`src/rtl/cpu_bus_target.sv`:
```
// cpu_bus_target: CPU bus slave exposing a 16-word register window.
//   Registers 0..13 are read/write.
//   Register 14 is a read-only count of accepted accesses.
//   Register 15 is a read-only free-running cycle counter.
//   An access starts on a 0->1 edge of i_bus_clk. It is acknowledged with a
//   one-cycle o_bus_data_ready pulse WAIT_STATES+1 cycles after the edge
//   is detected.
// Ports:
//   i_cpu_clk        clock, all state on its rising edge
//   i_rst            asynchronous, active-high reset
//   i_bus_clk        request strobe; a rising edge starts one access
//   i_bus_we         1 = write, 0 = read, sampled with the request edge
//   i_bus_addr       word address of the access
//   i_bus_data       write data
//   o_bus_data       read data, held until the next read completes
//   o_bus_data_ready one-cycle acknowledge
//   o_busy           high whenever the FSM is not idle
//   o_reg0           live contents of register 0
//
// state  | meaning
// S_IDLE | waiting for a request edge that hits the window
// S_WAIT | counting down wait states for an accepted access
// S_ACK  | acknowledge cycle; write/read took effect on entry
// S_HOLD | waiting for i_bus_clk to return low
module cpu_bus_target #(
  parameter logic [31:0] BASE_ADDR   = 32'h0000_FF00,
  parameter int          WAIT_STATES = 2
) (
  input  logic        i_cpu_clk,
  input  logic        i_rst,
  input  logic        i_bus_clk,
  input  logic        i_bus_we,
  input  logic [31:0] i_bus_addr,
  input  logic [31:0] i_bus_data,
  output logic [31:0] o_bus_data,
  output logic        o_bus_data_ready,
  output logic        o_busy,
  output logic [31:0] o_reg0
);

  typedef enum logic [1:0] {S_IDLE, S_WAIT, S_ACK, S_HOLD} state_t;

  localparam logic [3:0] WS = 4'(WAIT_STATES);

  state_t      state;
  logic        bus_clk_q;
  logic [3:0]  wait_cnt;
  logic        we_q;
  logic [3:0]  idx_q;
  logic [31:0] wdata_q;
  logic [31:0] regs [0:13];
  logic [31:0] acc_cnt;
  logic [31:0] cyc_cnt;

  logic        req_edge;
  logic        hit;
  logic        start;
  logic        enter_ack;
  logic        acc_we;
  logic [3:0]  acc_idx;
  logic [31:0] acc_wdata;
  logic [31:0] rd_val;

  assign req_edge = i_bus_clk & ~bus_clk_q;
  assign hit      = (i_bus_addr[31:4] == BASE_ADDR[31:4]);
  assign start    = (state == S_IDLE) && req_edge && hit;

  // With zero wait states, ACK is entered straight from IDLE. The access
  // attributes then come from the bus rather than the latches.
  assign enter_ack = (start && (WS == 4'd0)) ||
                     ((state == S_WAIT) && (wait_cnt == 4'd1));

  assign acc_we    = start ? i_bus_we        : we_q;
  assign acc_idx   = start ? i_bus_addr[3:0] : idx_q;
  assign acc_wdata = start ? i_bus_data      : wdata_q;

  // A read of register 14 must include the current access. In the
  // zero-wait case, the increment has not landed yet when the read is made.
  always_comb begin
    rd_val = '0;
    case (acc_idx)
      4'd14:   rd_val = start ? (acc_cnt + 32'd1) : acc_cnt;
      4'd15:   rd_val = cyc_cnt;
      default: rd_val = regs[acc_idx];
    endcase
  end

  assign o_busy = (state != S_IDLE);
  assign o_reg0 = regs[0];

  always_ff @(posedge i_cpu_clk or posedge i_rst) begin
    if (i_rst) begin
      state            <= S_IDLE;
      // Reset high so a strobe held high through reset release is not an edge.
      bus_clk_q        <= 1'b1;
      wait_cnt         <= '0;
      we_q             <= 1'b0;
      idx_q            <= '0;
      wdata_q          <= '0;
      acc_cnt          <= '0;
      cyc_cnt          <= '0;
      o_bus_data       <= '0;
      o_bus_data_ready <= 1'b0;
      for (int i = 0; i < 14; i++) regs[i] <= '0;
    end else begin
      bus_clk_q        <= i_bus_clk;
      cyc_cnt          <= cyc_cnt + 32'd1;
      o_bus_data_ready <= 1'b0;

      if (start) begin
        we_q    <= i_bus_we;
        idx_q   <= i_bus_addr[3:0];
        wdata_q <= i_bus_data;
        acc_cnt <= acc_cnt + 32'd1;
      end

      if (enter_ack) begin
        if (acc_we) begin
          if (acc_idx < 4'd14) regs[acc_idx] <= acc_wdata;
        end else begin
          o_bus_data <= rd_val;
        end
        o_bus_data_ready <= 1'b1;
      end

      case (state)
        S_IDLE: begin
          if (start) begin
            wait_cnt <= WS;
            state    <= (WS == 4'd0) ? S_ACK : S_WAIT;
          end
        end
        S_WAIT: begin
          wait_cnt <= wait_cnt - 4'd1;
          if (wait_cnt == 4'd1) state <= S_ACK;
        end
        S_ACK: state <= S_HOLD;
        S_HOLD: begin
          if (!i_bus_clk) state <= S_IDLE;
        end
        default: state <= S_IDLE;
      endcase
    end
  end

endmodule
```
`config.mk`:
```
export PLATFORM = sky130hd
export DESIGN_NAME = cpu_bus_target
export DESIGN_NICKNAME = d
export VERILOG_FILES = /design/src/rtl/cpu_bus_target.sv
export SDC_FILE = /design/constraint.sdc
export NUM_CORES = 1
export LEC_CHECK = 0
export ABC_CLOCK_PERIOD_IN_PS = 61600
export CORE_UTILIZATION = 35
export CTS_CLUSTER_DIAMETER = 50
export CTS_CLUSTER_SIZE = 30
export DETAILED_ROUTE_END_ITERATION = 7
export PLACE_DENSITY = 0.58
export SETUP_SLACK_MARGIN = 0.3
export SYNTH_ARGS = -nofsm -noshare
export SYNTH_HDL_FRONTEND = slang
export SYNTH_SLANG_ARGS = --single-unit
```
`constraint.sdc`:
```
create_clock -name i_cpu_clk -period 61.6 [get_ports i_cpu_clk]
set_input_delay 12.32 -clock i_cpu_clk [delete_from_list [all_inputs] [get_ports i_cpu_clk]]
set_output_delay 12.32 -clock i_cpu_clk [all_outputs]
set_load 0.01 [all_outputs]
```
After elaboration in Yosys (flattened, before gate mapping)
Cells that the tools add are included.

operators by class
  reduce and logical (&&, ||, !) cells = 11
  mux-type cells = 18
  equality and inequality tests = 10
  bitwise gates (word level) = 4
  $lt $le $gt $ge = 3
  $add $sub $neg = 3

operators with widths
  operator               number
  $bwmux 448             1
  $mux 32                5
  $bmux 32 s4            1
  $demux 32 s4           1
  $add 32x1->32 const B  2
  $pmux 32 s2            1
  $eq 28x12->1 const B   1
  $eq 4x4->1 const B     2
  $mux 4                 2
  $pmux 2 s4             1
  $pmux 4 s2             1
  $mux 2                 3
  $reduce_and 3->1       2
  $ge 5x5->1 const B     1
  $lt 5x1->1 const B     1
  $not 4->5              1
  $eq 2x2->1 const B     2
  $eq 4x1->1 const B     1
  $logic_and 1x1->1      4
  $lt 4x4->1 const B     1
  $ne 2x2->1 const B     2
  $reduce_and 2->1       2
  $reduce_bool 2->1      2
  $sub 4x1->4 const B    1
  other kinds (6)        8

storage, ports and cells
  flip-flop bits (word level) = 589
  word-level logic and storage cells = 73
  output and inout bits = 66
  input port bits = 68

Logic depth before layout (Yosys ltp)
  depth after elaboration = 11
  mapped depth = 14
  gate-level depth less buffers = 10

Least setup slack after synthesis
Ideal clock, no wire load.

  path type = input to register
  start point = input port i_bus_addr[21]
  end point = register o_bus_data[31]
  setup slack = 47104 ps
  arrival = 14370 ps
  stages on the path = 10
  path buffers = 3
  required time = 61474 ps
  library setup time = 126 ps
  cells stage by stage = nor4_2 and4_1 buf_4 buf_6 a211oi_1 or2_1 buf_6 a22o_1 or4_1 o32a_1

on the way
  word-level cells in the longest chain between the ends = 8
  elaborated cells on any way between the ends = 14
  classes of those cells = eq/ne (3); mux (7); bitwise (2); reduce/logical (2)

RTL lines
  what                                         line  source
  start, declared                              33    input logic [31:0] i_bus_addr,
  $eq 28x12->1 *                               65    assign hit = (i_bus_addr[31:4] == BASE_ADDR[31:4]);
  $logic_and 1x1->1 *                          66    assign start = (state == S_IDLE) && req_edge && hit;
  $mux 4                                       --
  $not 4->5 (not written as such)              84    default: rd_val = regs[acc_idx];
  $bmux 32 s4                                  84
  $mux 32 (not written as such) (2 in series)  84
  $pmux 32 s2                                  81    case (acc_idx)
  end signal, assigned                         121   o_bus_data <= rd_val;
  end, declared                                35    output logic [31:0] o_bus_data,

Mark *: on every way between the ends. The rest lies on a longest branch, timed or not. The select of a mux whose other input is x is not followed.
A chain may end at the register's enable or synchronous reset.

Worst setup path in the final report
  start point = input port i_bus_addr[4]
  end point = register regs[185] (netlist bit)

on the way
  word-level cells in the longest chain between the ends = 9
  elaborated cells on any way between the ends = 14
  classes of those cells = order compare (3); eq/ne (1); mux (6); bitwise (1); reduce/logical (3)

RTL lines
  what                                                                   line  source
  $eq 28x12->1 *                                                         65
  $logic_and 1x1->1 *                                                    66
  $mux 4                                                                 --
  $not 4->5 (not written as such)                                        119   if (acc_idx < 4'd14) regs[acc_idx] <= acc_wdata;
  $ge 5x5->1 (not written as such) / $lt 5x1->1 (equally long branches)  119
  $logic_and 1x1->1 (not written as such)                                119
  $mux 32 (not written as such)                                          119
  $demux 32 s4                                                           119
  $bwmux 448                                                             119
  end signal, assigned by index                                          119
  end, declared                                                          51    logic [31:0] regs [0:13];

Mark *: on every way between the ends. The rest lies on a longest branch, timed or not.

==> impl_metrics.env <==
export IMPL_status="complete, no violations"
export IMPL_hold_viol_final=0
export IMPL_synth_edf_count=0
export IMPL_rsz0062_at_grt="no"
export IMPL_clockBufferDepth=3
export IMPL_fmaxAchievable_mhz=61.00
export IMPL_critPathCaptureType="flip-flop"
export IMPL_synth_seq_cells=589
export IMPL_dp_hpwl_um=56370
export IMPL_core_mm2=0.07582
export IMPL_max_cap_violations=0
export IMPL_syn_avg_cell_area_um2=9.769
export IMPL_post_cts_buffers=0
export IMPL_cts_tree="done"
export IMPL_antenna_found_initial=3
export IMPL_dr_pass1_iters=5
export IMPL_fin_crit_ns=16.39
export IMPL_io_pins=134
export IMPL_io_buffers=133
export IMPL_routed_via_density=5.752
export IMPL_ys_flop_type="dfrtp_1"
export IMPL_whs_ns=0.4639
export IMPL_fin_tns_setup_ns=0
export IMPL_cts_root_buf="clkbuf_16"
export IMPL_postSynthCellCount=2743
export IMPL_cp_max_fo=39
export IMPL_insertion_delay_ns=0.66
export IMPL_grt_usage_pct=23.71
export IMPL_chipHeight_um=278.7
export IMPL_cts_resized=0
export IMPL_wirelength_um=91950
export IMPL_power_density_mw_per_mm2=25.56
export IMPL_start_util_pct=35.34
export IMPL_yosysSeqAreaShare_pct=55.01
export IMPL_peakVddDrop_v=0.00002205
export IMPL_die_area_mm2=0.07767
export IMPL_cts_made_buffers=60
export IMPL_start_kind="input pin"
export IMPL_criticalPathCategory="in2reg"
export IMPL_rows=101
export IMPL_path_clk_slew_ns=0.06
export IMPL_reg2reg_depth=11
export IMPL_post_route_drc_count=0
export IMPL_drive_gt1_share_pct=9.760
export IMPL_worstMarginPinSlew_ns=1.290
export IMPL_cp_arrival_ns=16.87
export IMPL_ant_nets=0
export IMPL_grt_overflow=0
export IMPL_n_antenna_cell=0
export IMPL_power_mw=0.7900
export IMPL_fin_nets=2812
export IMPL_synth_nets=2819
export IMPL_cp_required_ns=62.07
export IMPL_gp_congestion=0.8809
export IMPL_maxSlewHeadroom_pct=11.77
export IMPL_crit_path_end="regs[185]"
export IMPL_cts_sinks=589
export IMPL_syn_area_mm2=0.02680
export IMPL_vias=21660
export IMPL_setup_viol=0
export IMPL_grt_pass1_vias=21360
export IMPL_startpoint="i_bus_addr[4]"
export IMPL_yosysWarnings=0
export IMPL_synth_cell_types=72
export IMPL_htreeDepth=2
export IMPL_hold_path_class="reg2reg"
export IMPL_synthArstFlopShare_pct=100.0
export IMPL_grt_max_degree=172
export IMPL_dieWidth_um=278.7
export IMPL_p_leak_nw=13.51
export IMPL_cts_hold_buf=0
export IMPL_grt_pass1_wl_um=138700
export IMPL_clock_skew_ns=0.03872
export IMPL_drt_initial_drc_count=2215
export IMPL_r2r_end="regs[185]"
export IMPL_wl_per_cell_um=24.42
export IMPL_dpl_cell_area_mm2=0.02880
export IMPL_areaGrowthSynthToFinish_pct=15.35
export IMPL_drv_slew=0
export IMPL_r2r_start="state[1]"
export IMPL_postLayoutCellArea_mm2=0.03091
export IMPL_finalCritPeriodShare_pct=26.61
export IMPL_r2r_setup_slack_ns=56.59
cell usage after synthesis (all sizes together) (3+ instances only):
library cell | count | share of area (%)
and3 | 16 | 0.37
nand4 | 38 | 0.89
nor2 | 122 | 1.7
or4 | 13 | 0.36
o22a | 3 | 0.098
o32a | 10 | 0.37
o211ai | 8 | 0.22
o221ai | 3 | 0.098
o21a | 24 | 0.67
nand4b | 3 | 0.098
mux4 | 28 | 2.4
a211oi | 7 | 0.20
a21oi | 119 | 2.2
o2bb2ai | 6 | 0.20
dfrtp | 588 | 55
o31a | 3 | 0.098
xor2 | 26 | 0.85
a41oi | 20 | 0.65
ha | 8 | 0.37
clkbuf | 182 | 2.5
buf | 91 | 2.0
mux2 | 4 | 0.17
nor2b | 7 | 0.16
and4 | 8 | 0.26
a21o | 4 | 0.11
a22o | 65 | 2.1
inv | 48 | 0.67
a221oi | 11 | 0.36
or2 | 14 | 0.33
a22oi | 33 | 0.92
and2 | 3 | 0.070
nand2 | 447 | 6.3
a31oi | 7 | 0.16
o22ai | 5 | 0.12
mux2i | 60 | 2.2
a2111oi | 5 | 0.16
a221o | 6 | 0.22
xnor2 | 39 | 1.3
nand3 | 49 | 0.92
nor4 | 9 | 0.28
nor3 | 24 | 0.45
o2111ai | 3 | 0.098
a222oi | 3 | 0.11
o21ai | 546 | 10
worst max-delay path, cell delays in order:
cell and delay, ns:
clkdlybuf4s50_1 0.43, nor4b_2 0.32, and4bb_1 0.78, nand2_4 0.50, buf_4 0.51, mux2i_2 0.38
or4_2 0.97, buf_4 0.39, nand2_1 0.11, o21ai_0 0.07
how the worst min path moves through the flow:
stage	depth (start not counted)	end	startpoint	slack [ns]
after floorplan	1	acc_cnt[31]	acc_cnt[31]	0.43
after global placement	1	acc_cnt[31]	acc_cnt[31]	0.44
after detailed placement	1	acc_cnt[31]	acc_cnt[31]	0.45
after CTS	1	acc_cnt[31]	acc_cnt[31]	0.46
after global routing	1	acc_cnt[31]	acc_cnt[31]	0.49
final	1	acc_cnt[31]	acc_cnt[31]	0.46
cell families (layout without fill, tap and decap cells):
family	after synthesis	after routing	synth area share [%]
and+or+nand+nor	765	765	12.62
buffers and inverters	321	365	5.258
adders and majority gates	8	8	0.3736
DFF	589	589	55.01
muxes	92	92	4.763
xor gates and xnor gates	65	65	2.125
AOI/OAI and AO/OA	903	903	19.85
metrics by stage:
step	util [%]	setup WS (ns)	std cells
2_1_floorplan	-	32.80	2743
3_3_place_gp	37.98	44.66	3652
3_5_place_dp	37.99	44.57	3652
4_1_cts	40.76	45.25	3765
5_1_grt	40.76	44.98	3765
6_report	40.76	45.21	3765
cell usage in the layout (no fill, tap or decap), drive strengths merged, types with 14 or more instances in the layout:
master / count
clkinv: 17
mux4: 28
o21a: 24
buf: 71
nor2: 122
a22oi: 33
nand2: 447
nand4: 38
a22o: 65
xnor2: 39
a41oi: 20
o21ai: 546
and3: 16
or2: 14
a21oi: 119
dfrtp: 588
xor2: 26
inv: 66
nand3: 49
clkbuf: 64
clkdlybuf4s50: 133
mux2i: 60
nor3: 24
layout make-up:
| class | count | area, um2 |
|---|---|---|
| Sequential cell | 589 | 14740 |
| Inverter | 48 | 187.7 |
| Clock buffer | 64 | 1536 |
| Tap cell | 978 | 1224 |
| Multi-Input combinational cell | 1833 | 10780 |
| Fill cell | 7309 | 44910 |
| Clock inverter | 49 | 564.3 |
| Timing Repair Buffer | 204 | 1877 |
state kept, by name, indices dropped and copies added, names as in the netlist:
signal,cells
idx_q,4
o_bus_data_ready,1
regs,416
o_bus_data,32
cyc_cnt,32
acc_cnt,32
wdata_q,32
wait_cnt,4
we_q,1
bus_clk_q,1
state,2
o_reg0,32
power breakdown:
group	switching, mW	internal [mW]	leakage, nW	total [mW]
Combinational	0.0101	0.00479	4.30	0.0149
Sequential	0.0000121	0.387	8.20	0.387
Clock	0.176	0.213	1.01	0.388
layer usage:
layer	track usage, %	up-vias	routed length (um)
met5	0	-	27
met3	4.485	209	7930
li1	-	9614	-
met2	37.53	1027	41950
met1	32.82	10800	39100
met4	7.467	4	2941
Power figures use the tool's default switching activity.
